[config.mk]
export PLATFORM = sky130hd
export DESIGN_NAME = mem_arbiter
export DESIGN_NICKNAME = d
export VERILOG_FILES = /design/src/rtl/mem_arb_pkg.sv /design/src/rtl/rr_arb2.sv /design/src/rtl/mem_arbiter.sv
export SDC_FILE = /design/constraint.sdc
export NUM_CORES = 1
export LEC_CHECK = 0
export ABC_AREA = 1
export CORE_AREA = 2 2 119 121
export CTS_BUF_LIST = sky130_fd_sc_hd__clkbuf_8
export DETAILED_ROUTE_END_ITERATION = 7
export DIE_AREA = 0 0 121 123
export GPL_TIMING_DRIVEN = 0
export SLEW_MARGIN = 20
export SYNTH_ARGS = -nofsm -noshare
export SYNTH_HDL_FRONTEND = slang
export SYNTH_HIERARCHICAL = 1
export SYNTH_SLANG_ARGS = --single-unit
[constraint.sdc]
create_clock -name clk -period 8.4 [get_ports clk]
set_input_delay 2.52 -clock clk [delete_from_list [all_inputs] [get_ports clk]]
set_output_delay 2.52 -clock clk [all_outputs]
set_load 0.03 [all_outputs]
[src/rtl/mem_arb_pkg.sv]
// Shared types and constants for the two-port memory arbiter.
// A port select is a single bit: 0 = instruction fetch, 1 = load/store.
package mem_arb_pkg;

   typedef logic port_t;

   localparam port_t PORT0 = 1'b0;
   localparam port_t PORT1 = 1'b1;

   localparam int DEFAULT_MEM_SIZE = 256;

endpackage

[src/rtl/rr_arb2.sv]
// Two-way round-robin grant: a lone requester wins, and on a tie the port
// that did not win last time wins. Purely combinational, one-hot output.
module rr_arb2
   import mem_arb_pkg::*;
(
   input  logic [1:0] req,
   input  port_t      last,
   output logic [1:0] grant
);

   // one-hot grant selection
   always_comb begin
      grant = 2'b00;
      case (req)
         2'b01:   grant = 2'b01;
         2'b10:   grant = 2'b10;
         2'b11:   grant = (last == PORT0) ? 2'b10 : 2'b01;
         default: grant = 2'b00;
      endcase
   end

endmodule

[src/rtl/mem_arbiter.sv]
// Shares a single-port synchronous memory between instruction fetch (port 0)
// and load/store (port 1); each accepted request gets a response one cycle later.
module mem_arbiter
   import mem_arb_pkg::*;
#(
   parameter int MEM_SIZE = DEFAULT_MEM_SIZE,
   parameter int ADDR_W   = 32,
   parameter int DATA_W   = 32
) (
   input  logic              clk,
   input  logic              rst,
   input  logic              p0_req_valid,
   output logic              p0_req_ready,
   input  logic              p0_req_we,
   input  logic [ADDR_W-1:0] p0_req_addr,
   input  logic [DATA_W-1:0] p0_req_wdata,
   output logic              p0_rsp_valid,
   output logic [DATA_W-1:0] p0_rsp_rdata,
   output logic              p0_rsp_err,
   input  logic              p1_req_valid,
   output logic              p1_req_ready,
   input  logic              p1_req_we,
   input  logic [ADDR_W-1:0] p1_req_addr,
   input  logic [DATA_W-1:0] p1_req_wdata,
   output logic              p1_rsp_valid,
   output logic [DATA_W-1:0] p1_rsp_rdata,
   output logic              p1_rsp_err,
   output logic [ADDR_W-1:0] mem_addr,
   output logic [DATA_W-1:0] mem_wr_data,
   output logic              mem_we,
   output logic              mem_re,
   input  logic [DATA_W-1:0] mem_rd_data
);

   // One extra bit so the limit is representable even when MEM_SIZE == 2**ADDR_W.
   localparam logic [ADDR_W:0] MEM_LIMIT = (ADDR_W+1)'(MEM_SIZE);

   logic [1:0]        req_s;
   logic [1:0]        grant_s;
   logic              accept_s;
   port_t             win_s;
   logic              sel_we_s;
   logic [ADDR_W-1:0] sel_addr_s;
   logic [DATA_W-1:0] sel_wdata_s;
   logic              in_range_s;
   logic              rsp_live_s;
   logic [DATA_W-1:0] rd_data_s;

   port_t             last_grant_r;
   port_t             rsp_port_r;
   logic              rsp_valid_r;
   logic              rsp_err_r;
   logic              rsp_read_r;

   assign req_s = rst ? 2'b00 : {p1_req_valid, p0_req_valid};

   rr_arb2 u_rr_arb2 (
      .req   (req_s),
      .last  (last_grant_r),
      .grant (grant_s)
   );

   assign p0_req_ready = grant_s[0];
   assign p1_req_ready = grant_s[1];
   assign accept_s     = grant_s[0] | grant_s[1];
   assign win_s        = grant_s[1] ? PORT1 : PORT0;

   // winner payload mux and memory command; out-of-range accepts leave mem idle
   always_comb begin
      sel_we_s    = p0_req_we;
      sel_addr_s  = p0_req_addr;
      sel_wdata_s = p0_req_wdata;
      if (win_s == PORT1) begin
         sel_we_s    = p1_req_we;
         sel_addr_s  = p1_req_addr;
         sel_wdata_s = p1_req_wdata;
      end else begin
         sel_we_s    = p0_req_we;
         sel_addr_s  = p0_req_addr;
         sel_wdata_s = p0_req_wdata;
      end
      in_range_s  = ({1'b0, sel_addr_s} < MEM_LIMIT);
      mem_addr    = {ADDR_W{1'b0}};
      mem_wr_data = {DATA_W{1'b0}};
      mem_we      = 1'b0;
      mem_re      = 1'b0;
      if (accept_s && in_range_s) begin
         mem_addr    = sel_addr_s;
         mem_wr_data = sel_wdata_s;
         mem_we      = sel_we_s;
         mem_re      = !sel_we_s;
      end else begin
         mem_addr    = {ADDR_W{1'b0}};
         mem_wr_data = {DATA_W{1'b0}};
         mem_we      = 1'b0;
         mem_re      = 1'b0;
      end
   end

   // arbitration history and response bookkeeping for the following cycle
   always_ff @(posedge clk) begin
      if (rst) begin
         last_grant_r <= PORT1;
         rsp_port_r   <= PORT0;
         rsp_valid_r  <= 1'b0;
         rsp_err_r    <= 1'b0;
         rsp_read_r   <= 1'b0;
      end else begin
         rsp_valid_r <= accept_s;
         if (accept_s) begin
            last_grant_r <= win_s;
            rsp_port_r   <= win_s;
            rsp_err_r    <= !in_range_s;
            rsp_read_r   <= !sel_we_s;
         end else begin
            rsp_err_r  <= 1'b0;
            rsp_read_r <= 1'b0;
         end
      end
   end

   // Read data arrives from mem in the response cycle, so it is steered here
   // rather than registered; a reset in that cycle suppresses the response.
   assign rsp_live_s = rsp_valid_r & ~rst;
   assign rd_data_s  = (rsp_live_s && rsp_read_r && !rsp_err_r) ? mem_rd_data : {DATA_W{1'b0}};

   assign p0_rsp_valid = rsp_live_s && (rsp_port_r == PORT0);
   assign p0_rsp_rdata = p0_rsp_valid ? rd_data_s : {DATA_W{1'b0}};
   assign p0_rsp_err   = p0_rsp_valid && rsp_err_r;

   assign p1_rsp_valid = rsp_live_s && (rsp_port_r == PORT1);
   assign p1_rsp_rdata = p1_rsp_valid ? rd_data_s : {DATA_W{1'b0}};
   assign p1_rsp_err   = p1_rsp_valid && rsp_err_r;

endmodule

---- After elaboration in Yosys (flattened, before gate mapping) ----
Cells that the tools add are included.
W data, S select, Z words.
word-level totals
  bits of input ports ..................... 166
  word-level logic and storage cells ...... 39
  bits in registers ....................... 5
  output and inout bits ................... 136
cells by class
  eq/ne operators ......................... 3
  bitwise operators ....................... 5
  reduce and logical (&&, ||, !) cells .... 11
  mux-type cells .......................... 14
  order comparisons ....................... 1
operators with widths
  operator               count
  $mux W32               7
  $lt A32 B9 Y1 const B  1
  $logic_and A1 B1 Y1    7
  $pmux W2 S3            1
  $eq A2 B2 Y1 const B   2
  $mux W1                4
  $mux W2                2
  $logic_not A1 Y1       3
  $not A1 Y1             3
  $eq A2 B1 Y1 const B   1
  $reduce_or A2 Y1       1
  $and A1 B1 Y1          1
  $or A1 B1 Y1           1

---- Depth between registers and ports, before layout ----
Gate-level depths: netlist of run 1.
  word-level depth ........................ 8
  depth in mapped cells ................... 16
  gate-level depth less buffers ........... 13

---- Cells and area by module ----
Netlist of run 1, hierarchy kept.
by module, submodules not included
  module       cells each  instances  seq. area each (µm²)  area each (µm²)
  mem_arbiter  381         1          100.1                 2,082.0
  rr_arb2      5           1          0.0                   21.3

---- Worst setup path before layout of run 1 ----
No wires, ideal clock.
  path kind ............................... input to output
  from .................................... input port p1_req_valid
  to ...................................... output port mem_addr[0]
  setup slack ............................. 1.265 ns
  buffers on the path ..................... 3
  arrival ................................. 4.615 ns
  stages .................................. 15
  cell sequence ........................... inv_1 > nor2_1 > inv_1 > a21oi_1 > buf_6 > buf_6 > nand2_1 > nand2_1 > nand2_1 > nor2_1 > nand2_1 > nor2_2 > nand3_4 > buf_6 > nor2_2
on the way
  longest elaborated chain between the ends .. 8
  elaborated cells between the ends (all ways) .. 11
  classes of those cells .................. 1 x order compare; 3 x eq/ne; 5 x mux; 1 x bitwise; 1 x reduce/logical
RTL lines
  what                                          RTL line           text
  start: declaration                            mem_arbiter.sv:20  input logic p1_req_valid,
  $mux W2 *                                     mem_arbiter.sv:55  assign req_s = rst ? 2'b00 : {p1_req_valid, p0_req_valid};
  named net req_s[1]                            mem_arbiter.sv:38  logic [1:0] req_s;
  $eq A2 B2 Y1 or $eq A2 B1 Y1 (tied branches)  rr_arb2.sv:14      case (req)
  $pmux W2 S3 *                                 rr_arb2.sv:14
  named net p1_req_ready                        mem_arbiter.sv:21  output logic p1_req_ready,
  $mux W1                                       mem_arbiter.sv:66  assign win_s = grant_s[1] ? PORT1 : PORT0;
  $mux W32                                      mem_arbiter.sv:73  if (win_s == PORT1) begin
  $lt A32 B9 Y1                                 mem_arbiter.sv:82  in_range_s = ({1'b0, sel_addr_s} < MEM_LIMIT);
  $logic_and A1 B1 Y1                           mem_arbiter.sv:87  if (accept_s && in_range_s) begin
  $mux W32 *                                    mem_arbiter.sv:87
  end: declaration                              mem_arbiter.sv:28  output logic [ADDR_W-1:0] mem_addr,
Mark *: on every way through the listed nets, which the timed path passes. The rest lies on a longest branch.

---- Final worst setup path of run 1 ----
  from .................................... input port rst
  to ...................................... output port mem_wr_data[7]
on the way
  longest elaborated chain between the ends .. 8
  elaborated cells between the ends (all ways) .. 12
  classes of those cells .................. 1 x order compare; 3 x eq/ne; 6 x mux; 1 x bitwise; 1 x reduce/logical
RTL lines
  what                                          RTL line           text
  start: declaration                            mem_arbiter.sv:11  input logic rst,
  $mux W2 *                                     mem_arbiter.sv:55
  named net req_s[1]                            mem_arbiter.sv:38
  $eq A2 B2 Y1 or $eq A2 B1 Y1 (tied branches)  rr_arb2.sv:14
  $pmux W2 S3 *                                 rr_arb2.sv:14
  $mux W1                                       mem_arbiter.sv:66
  $mux W32                                      mem_arbiter.sv:73
  $lt A32 B9 Y1                                 mem_arbiter.sv:82
  $logic_and A1 B1 Y1                           mem_arbiter.sv:87
  $mux W32 *                                    mem_arbiter.sv:87
  end: declaration                              mem_arbiter.sv:29  output logic [DATA_W-1:0] mem_wr_data,
Marked as above.

==> results_dict.tcl, run 1 <==
set metrics [dict create \
    cts_sinks 5 \
    rrSetupSlack_ns 6.77 \
    fin_tns_setup_ns 0 \
    diodes 0 \
    drt_iter0_markers 82 \
    drc_errors 0 \
    power_density_nw_per_um2 44.9 \
    period_needed_ns 8.00 \
    io_pins 302 \
    synth-seq-area-share 0.0476 \
    hold_buffers 0 \
    dieWidth_um 121 \
    slew_viol_final 0 \
    async_reset_ff_frac 0 \
    synth_seq_cells 5 \
    portBuffers 277 \
    vias 3243 \
    rows 43 \
    ant_nets 0 \
    synth.distinct_cells 21 \
    clock_latency_ns 0.22 \
    critPathKind "primary input to primary output" \
    worst-r2r-cell-count 10 \
    worstHoldEndpoint "last_grant_r" \
    place_inst 866 \
    setup_viol_count_final 0 \
    hpwl_um 8760 \
    post-route-period-util 0.953 \
    drive_above_1_share 0.130 \
    slew_headroom 0.592 \
    vias_per_cell 3.73 \
    initial_core_util 0.155 \
    synth_common_cells "106 x nand2_1, 74 x nor2_1, 44 x inv_1" \
    grt_first_pass_wirelength_um 14200 \
    r2r-start "last_grant_r" \
    final_hold_viol_count 0 \
    hp-class "flip-flop to flip-flop" \
    worstPathArrival_ns 5.48 \
    dr.pass1.iters 4 \
    fmax_mhz 125 \
    cts_made_buffers 3 \
    dominantRegCellSynth "dfxtp_1" \
    grt_max_degree 11 \
    tritoncts "done" \
    grt-ovfl-total 0 \
    nNetsFinal 857 \
    cp.required_ns 5.88 \
    die-area_sq_um 14900 \
    syn_area_sq_um 2100 \
    whs_path_depth 2 \
    final-instance-count-excl-fill 870 \
    yosysMostFrequentCell "nand2_1" \
    ys_warn_count 6 \
    wl_um 9880 \
    wl_per_cell_um 11.4 \
    chipHeight_um 123 \
    synth_edf_count 0 \
    syn_inst 386 \
    synth_top_area_share 0.190 \
    critPathCaptureType "primary output" \
    postPlaceCellArea_sq_um 5190 \
    cts_setup_buffers 0 \
    place.gp.congestion 0.774 \
    skew_ns 0.00219 \
    r2r-end "rsp_err_r" \
    p_leak_nw 2.25 \
    coreArea_sq_um 13600 \
    crit_path_max_fanout 10 \
    worst_slew_pin_slew_ns 0.606 \
    first_global_vias 2880 \
    synth_top_area_cell "mux2i_1" \
    vdd_drop_max_uv 24.9 \
    start_kind "primary input" \
    synth_area_leaders "mux2i_1 19%, nand2_1 19%, nor2_1 13%, nor2_2 12%, buf_4 8.6%" \
    status "complete, no violations" \
    gr-usage-all-layers 0.119 \
    antenna_found_initial 0 \
    cts-root-buf "clkbuf_8" \
    avgSynthCellArea_sq_um 5.45 \
    clockBufferDepth 2 \
    fillers 1475 \
    final_cell_area_sq_um 5230 \
    areaGrowthSynthToFinish_pct 149 \
    drv_cap 0 \
    clk_pin_slew_ns 0.04 \
    htree_levels 1 \
    hp-start "last_grant_r" \
    grt_setup_unrepaired "false" \
    cts_resized 0 \
]
critical path, cell delays in order:
cell	delay, ns
clkdlybuf4s50_1	0.48
nor2_1	0.17
inv_1	0.07
a21oi_1	0.20
buf_6	0.19
inv_6	0.05
buf_6	0.13
nand2_1	0.05
nand2_1	0.06
nor2_1	0.10
nand3_1	0.12
nor2_2	0.18
nand3_4	0.16
buf_6	0.20
nor2_2	0.11
clkdlybuf4s50_1	0.68
layer usage:
layer  wire length (um)  vias up  GRT usage  part of all wire
met3                971       12     0.0346             0.098
met1               3740     1342      0.136              0.38
met5                  0        -          0                 0
met4                129        0     0.0203             0.013
li1                   -     1715          -                 -
met2               5040      174      0.220              0.51
how the worst max path moves through the flow:
stage                 start              to
6_report                rst  mem_wr_data[7]
5_1_grt                 rst          mem_re
4_1_cts                 rst          mem_re
3_5_place_dp            rst  mem_wr_data[7]
3_3_place_gp            rst  mem_wr_data[1]
2_1_floorplan  p1_req_valid     mem_addr[0]
area by class of cell:
type,instances,area [sq um],area share
inverter,46,178,0.0340
multi-input combinational,310,1560,0.299
buffer,48,348,0.0665
clock inverter,1,3.75,0.000717
clock buffer,3,41.3,0.00789
sequential,5,100,0.0191
tap,180,225,0.0430
timing repair buffer,277,2770,0.530
cell families (layout without fill, tap and decap cells):
logic type | after synthesis | count (layout) | synth area share
AOI/OAI and AO/OA | 9 | 9 | 0.0214
muxes | 40 | 40 | 0.190
other | 1 | 24 | 0.00178
buffers and inverters | 94 | 375 | 0.250
DFF | 5 | 5 | 0.0476
and+or+nand+nor | 237 | 237 | 0.489
layout by cell type (no fill, tap or decap), drive strengths merged:
cell	n
a21oi	3
clkdlybuf4s50	277
buf	42
nor2	116
dfxtp	5
inv	46
o21ai	6
conb	24
mux2i	40
nor3	8
nand2	106
clkbuf	9
nand3	5
or2	2
clkinv	1
sequential cells by signal, indices dropped and copies added (netlist names):
| register | cells |
|---|---|
| last_grant_r | 1 |
| rsp_err_r | 1 |
| rsp_port_r | 1 |
| rsp_read_r | 1 |
| rsp_valid_r | 1 |
stage by stage:
stage / hold WS (ns) / setup slack (ns) / power [W] / util
6_report: 0.488 / 0.395 / 0.000235 / 0.384
5_1_grt: 0.516 / 0.108 / 0.000254 / 0.384
4_1_cts: 0.493 / 0.319 / 0.000238 / 0.384
3_5_place_dp: 0.489 / 0.331 / 0.000194 / 0.381
3_3_place_gp: 0.474 / 0.333 / 0.000194 / 0.381
2_1_floorplan: 0.452 / 1.26 / 0.000103 / -
power breakdown:
part	switching [W]	internal (W)	total, W
Sequential	0.000000543	0.0000255	0.0000261
Combinational	0.0000675	0.0000991	0.000167
Clock	0.0000112	0.0000313	0.0000424
Total	0.0000792	0.000156	0.000235
No activity file was read; power rests on OpenSTA's default activity.
==> run 2, diff against run 1 <==
GPL_ROUTABILITY_DRIVEN = 0   (was not set)
==> results of run 2 <==
The final DEF is identical to that of run 1; final timing and power are the same.
==> run 3, diff against run 2 <==
ABC_AREA = not set   (was 1)
CORE_AREA = 2 2 118 120   (was 2 2 119 121)
CTS_BUF_LIST = sky130_fd_sc_hd__clkbuf_4   (was sky130_fd_sc_hd__clkbuf_8)
DIE_AREA = 0 0 120 122   (was 0 0 121 123)
==> results_dict.tcl, run 3 <==
set metrics [dict create \
    syn_inst 240 \
    synth_area_leaders "and2_1 21%, mux2i_1 21%, nor3_2 21%, buf_4 9.3%, dfxtp_1 5.2%" \
    worstHoldEndpoint "last_grant_r" \
    tritoncts "done" \
    cts-root-buf "clkbuf_4" \
    synth_top_area_share 0.207 \
    p_leak_nw 1.76 \
    syn_area_sq_um 1930 \
    p_total_w 0.000198 \
    io_pins 302 \
    grt_first_pass_wirelength_um 14600 \
    avgSynthCellArea_sq_um 8.05 \
    period_needed_ns 8.12 \
    dieWidth_um 120 \
    slew_headroom 0.536 \
    cts_made_buffers 3 \
    dr.pass1.iters 4 \
    drt_iter0_markers 55 \
    first_global_vias 2880 \
    synth-seq-area-share 0.0518 \
    clk_pin_slew_ns 0.04 \
    chipHeight_um 122 \
    layout_commonest_cell "clkdlybuf4s50_1" \
    vdd_drop_max_uv 21.6 \
    ant_nets 0 \
    post-route-period-util 0.967 \
    vias_per_cell 3.93 \
    diodes 0 \
    portBuffers 276 \
    coreArea_sq_um 13500 \
    initial_core_util 0.143 \
    yosysMostFrequentCell "and2_1" \
    start_kind "primary input" \
    drive_above_1_share 0.157 \
    worstPathArrival_ns 5.60 \
    fin_util 0.373 \
    areaGrowthSynthToFinish_pct 161 \
    vias 2845 \
    cts_sinks 5 \
    fillers 1386 \
    antenna_found_initial 0 \
    hp-class "flip-flop to flip-flop" \
    nNetsFinal 710 \
    power_density_nw_per_um2 39.3 \
    critPathCaptureType "primary output" \
    whs_path_depth 1 \
    status "complete, no violations" \
    async_reset_ff_frac 0 \
    synth.distinct_cells 33 \
    drv_cap 0 \
    multi_input_area_sq_um 1590 \
    layout_common_cells "276 x clkdlybuf4s50_1, 64 x and2_1, 40 x mux2i_1, 40 x nor3_2" \
    wl_um 10100 \
    synth_common_cells "64 x and2_1, 40 x mux2i_1, 40 x nor3_2" \
    dominantRegCellSynth "dfxtp_1" \
    clockBufferDepth 2 \
    register_area_sq_um 100 \
    rows 43 \
    ys_warn_count 6 \
    gr-usage-all-layers 0.124 \
    final-instance-count-excl-fill 723 \
    worst_slew_pin_slew_ns 0.696 \
    cp.required_ns 5.88 \
    cts_setup_buffers 0 \
    fin_tns_setup_ns 0 \
    hp-start "last_grant_r" \
    place_inst 719 \
    crit_path_max_fanout 10 \
    clock_latency_ns 0.24 \
    htree_levels 1 \
    wl_per_cell_um 14.0 \
    critPathKind "primary input to primary output" \
    grt_setup_unrepaired "false" \
    setup_viol_count_final 0 \
    hpwl_um 8970 \
    fmax_mhz 123 \
    grt_max_degree 11 \
    worst-r2r-cell-count 5 \
    skew_ns 0.00529 \
    synth_top_area_cell "and2_1" \
    rrSetupSlack_ns 6.42 \
    final_hold_viol_count 0 \
    slew_viol_final 0 \
    grt-ovfl-total 0 \
    die-area_sq_um 14600 \
    synth_seq_cells 5 \
    r2r-end "rsp_port_r" \
    drc_errors 0 \
    r2r-start "last_grant_r" \
    synth_edf_count 0 \
]
## run 3: cell types whose count changed in the layout (fill, tap and decap cells not counted), moves of 3 or more
cell / change
nor3_1: -3
clkbuf_1: +3
nor4_1: +7
nor2_2: -42
nand2_1: -105
nor2_1: -65
and2_1: +64
nor3_2: +40
clkbuf_8: -3
nand3_1: -4
inv_1: -42
buf_2: -7
clkbuf_4: +4
o21ai_0: -5
## run 3: routing by layer
| metal | share of wire | wire length, um | global-route usage |
|---|---|---|---|
| met5 | 0 | 0 | 0 |
| met4 | 0.0082 | 83 | 0.0235 |
| met3 | 0.12 | 1180 | 0.0375 |
| met2 | 0.53 | 5330 | 0.245 |
| met1 | 0.35 | 3520 | 0.129 |
## run 3: worst max-delay path by stage
| stage | start | end | slack [ns] | cells after the start |
|---|---|---|---|---|
| 2_1_floorplan | rst | mem_we | 0.60 | 8 |
| 3_3_place_gp | p1_req_valid | mem_wr_data[17] | 0.15 | 8 |
| 3_5_place_dp | p1_req_valid | mem_addr[5] | 0.15 | 8 |
| 4_1_cts | p1_req_valid | mem_addr[5] | 0.15 | 8 |
| 5_1_grt | p1_req_valid | mem_wr_data[23] | 0.04 | 8 |
| 6_report | p1_req_valid | mem_addr[5] | 0.28 | 8 |
## run 3: layout make-up
class / count / area share
timing repair buffer: 276 / 0.548
multi-input combinational: 211 / 0.316
buffer: 44 / 0.0631
tap: 180 / 0.0447
sequential: 5 / 0.0199
clock buffer: 4 / 0.00596
inverter: 3 / 0.00224
## run 3: cell families (layout without fill, tap and decap cells)
| kind of cell | Yosys count | after routing | share of synthesized area |
|---|---|---|---|
| muxes | 41 | 41 | 0.213 |
| AOI/OAI and AO/OA | 7 | 7 | 0.0343 |
| other | 1 | 24 | 0.00194 |
| DFF | 5 | 5 | 0.0518 |
| buffers and inverters | 47 | 327 | 0.170 |
| and+or+nand+nor | 139 | 139 | 0.529 |
## run 3: per-stage QoR
| stage | setup WS, ns | hold WS [ns] | instance area, sq um |
|---|---|---|---|
| 3_3_place_gp | 0.151 | 0.472 | 5010 |
| 5_1_grt | 0.0416 | 0.527 | 5040 |
| 4_1_cts | 0.152 | 0.506 | 5040 |
| 6_report | 0.278 | 0.516 | 5040 |
| 3_5_place_dp | 0.154 | 0.487 | 5010 |
| 2_1_floorplan | 0.601 | 0.453 | 2020 |
## run 3: power breakdown
part	switching [W]	internal [W]	leakage (nW)
Sequential	0.00000101	0.0000253	0.0413
Combinational	0.0000510	0.0000905	1.70
Clock	0.00000911	0.0000211	0.0184
Total	0.0000612	0.000137	1.76
## run 3: critical path, stage by stage
cell and delay [ns]:
clkdlybuf4s50_1 0.46, nor2b_1 0.15, a21boi_0 0.44, buf_2 0.41, buf_1 0.58, mux2i_1 0.20
nor3_2 0.13, clkdlybuf4s50_1 0.69
## run 3: what timing repair did
| item | CTS | global route |
|---|---|---|
| hold buffers | 0 | 0 |
| gates resized for setup | 0 | 2 |
| setup endpoints to repair | 0 | 1 |
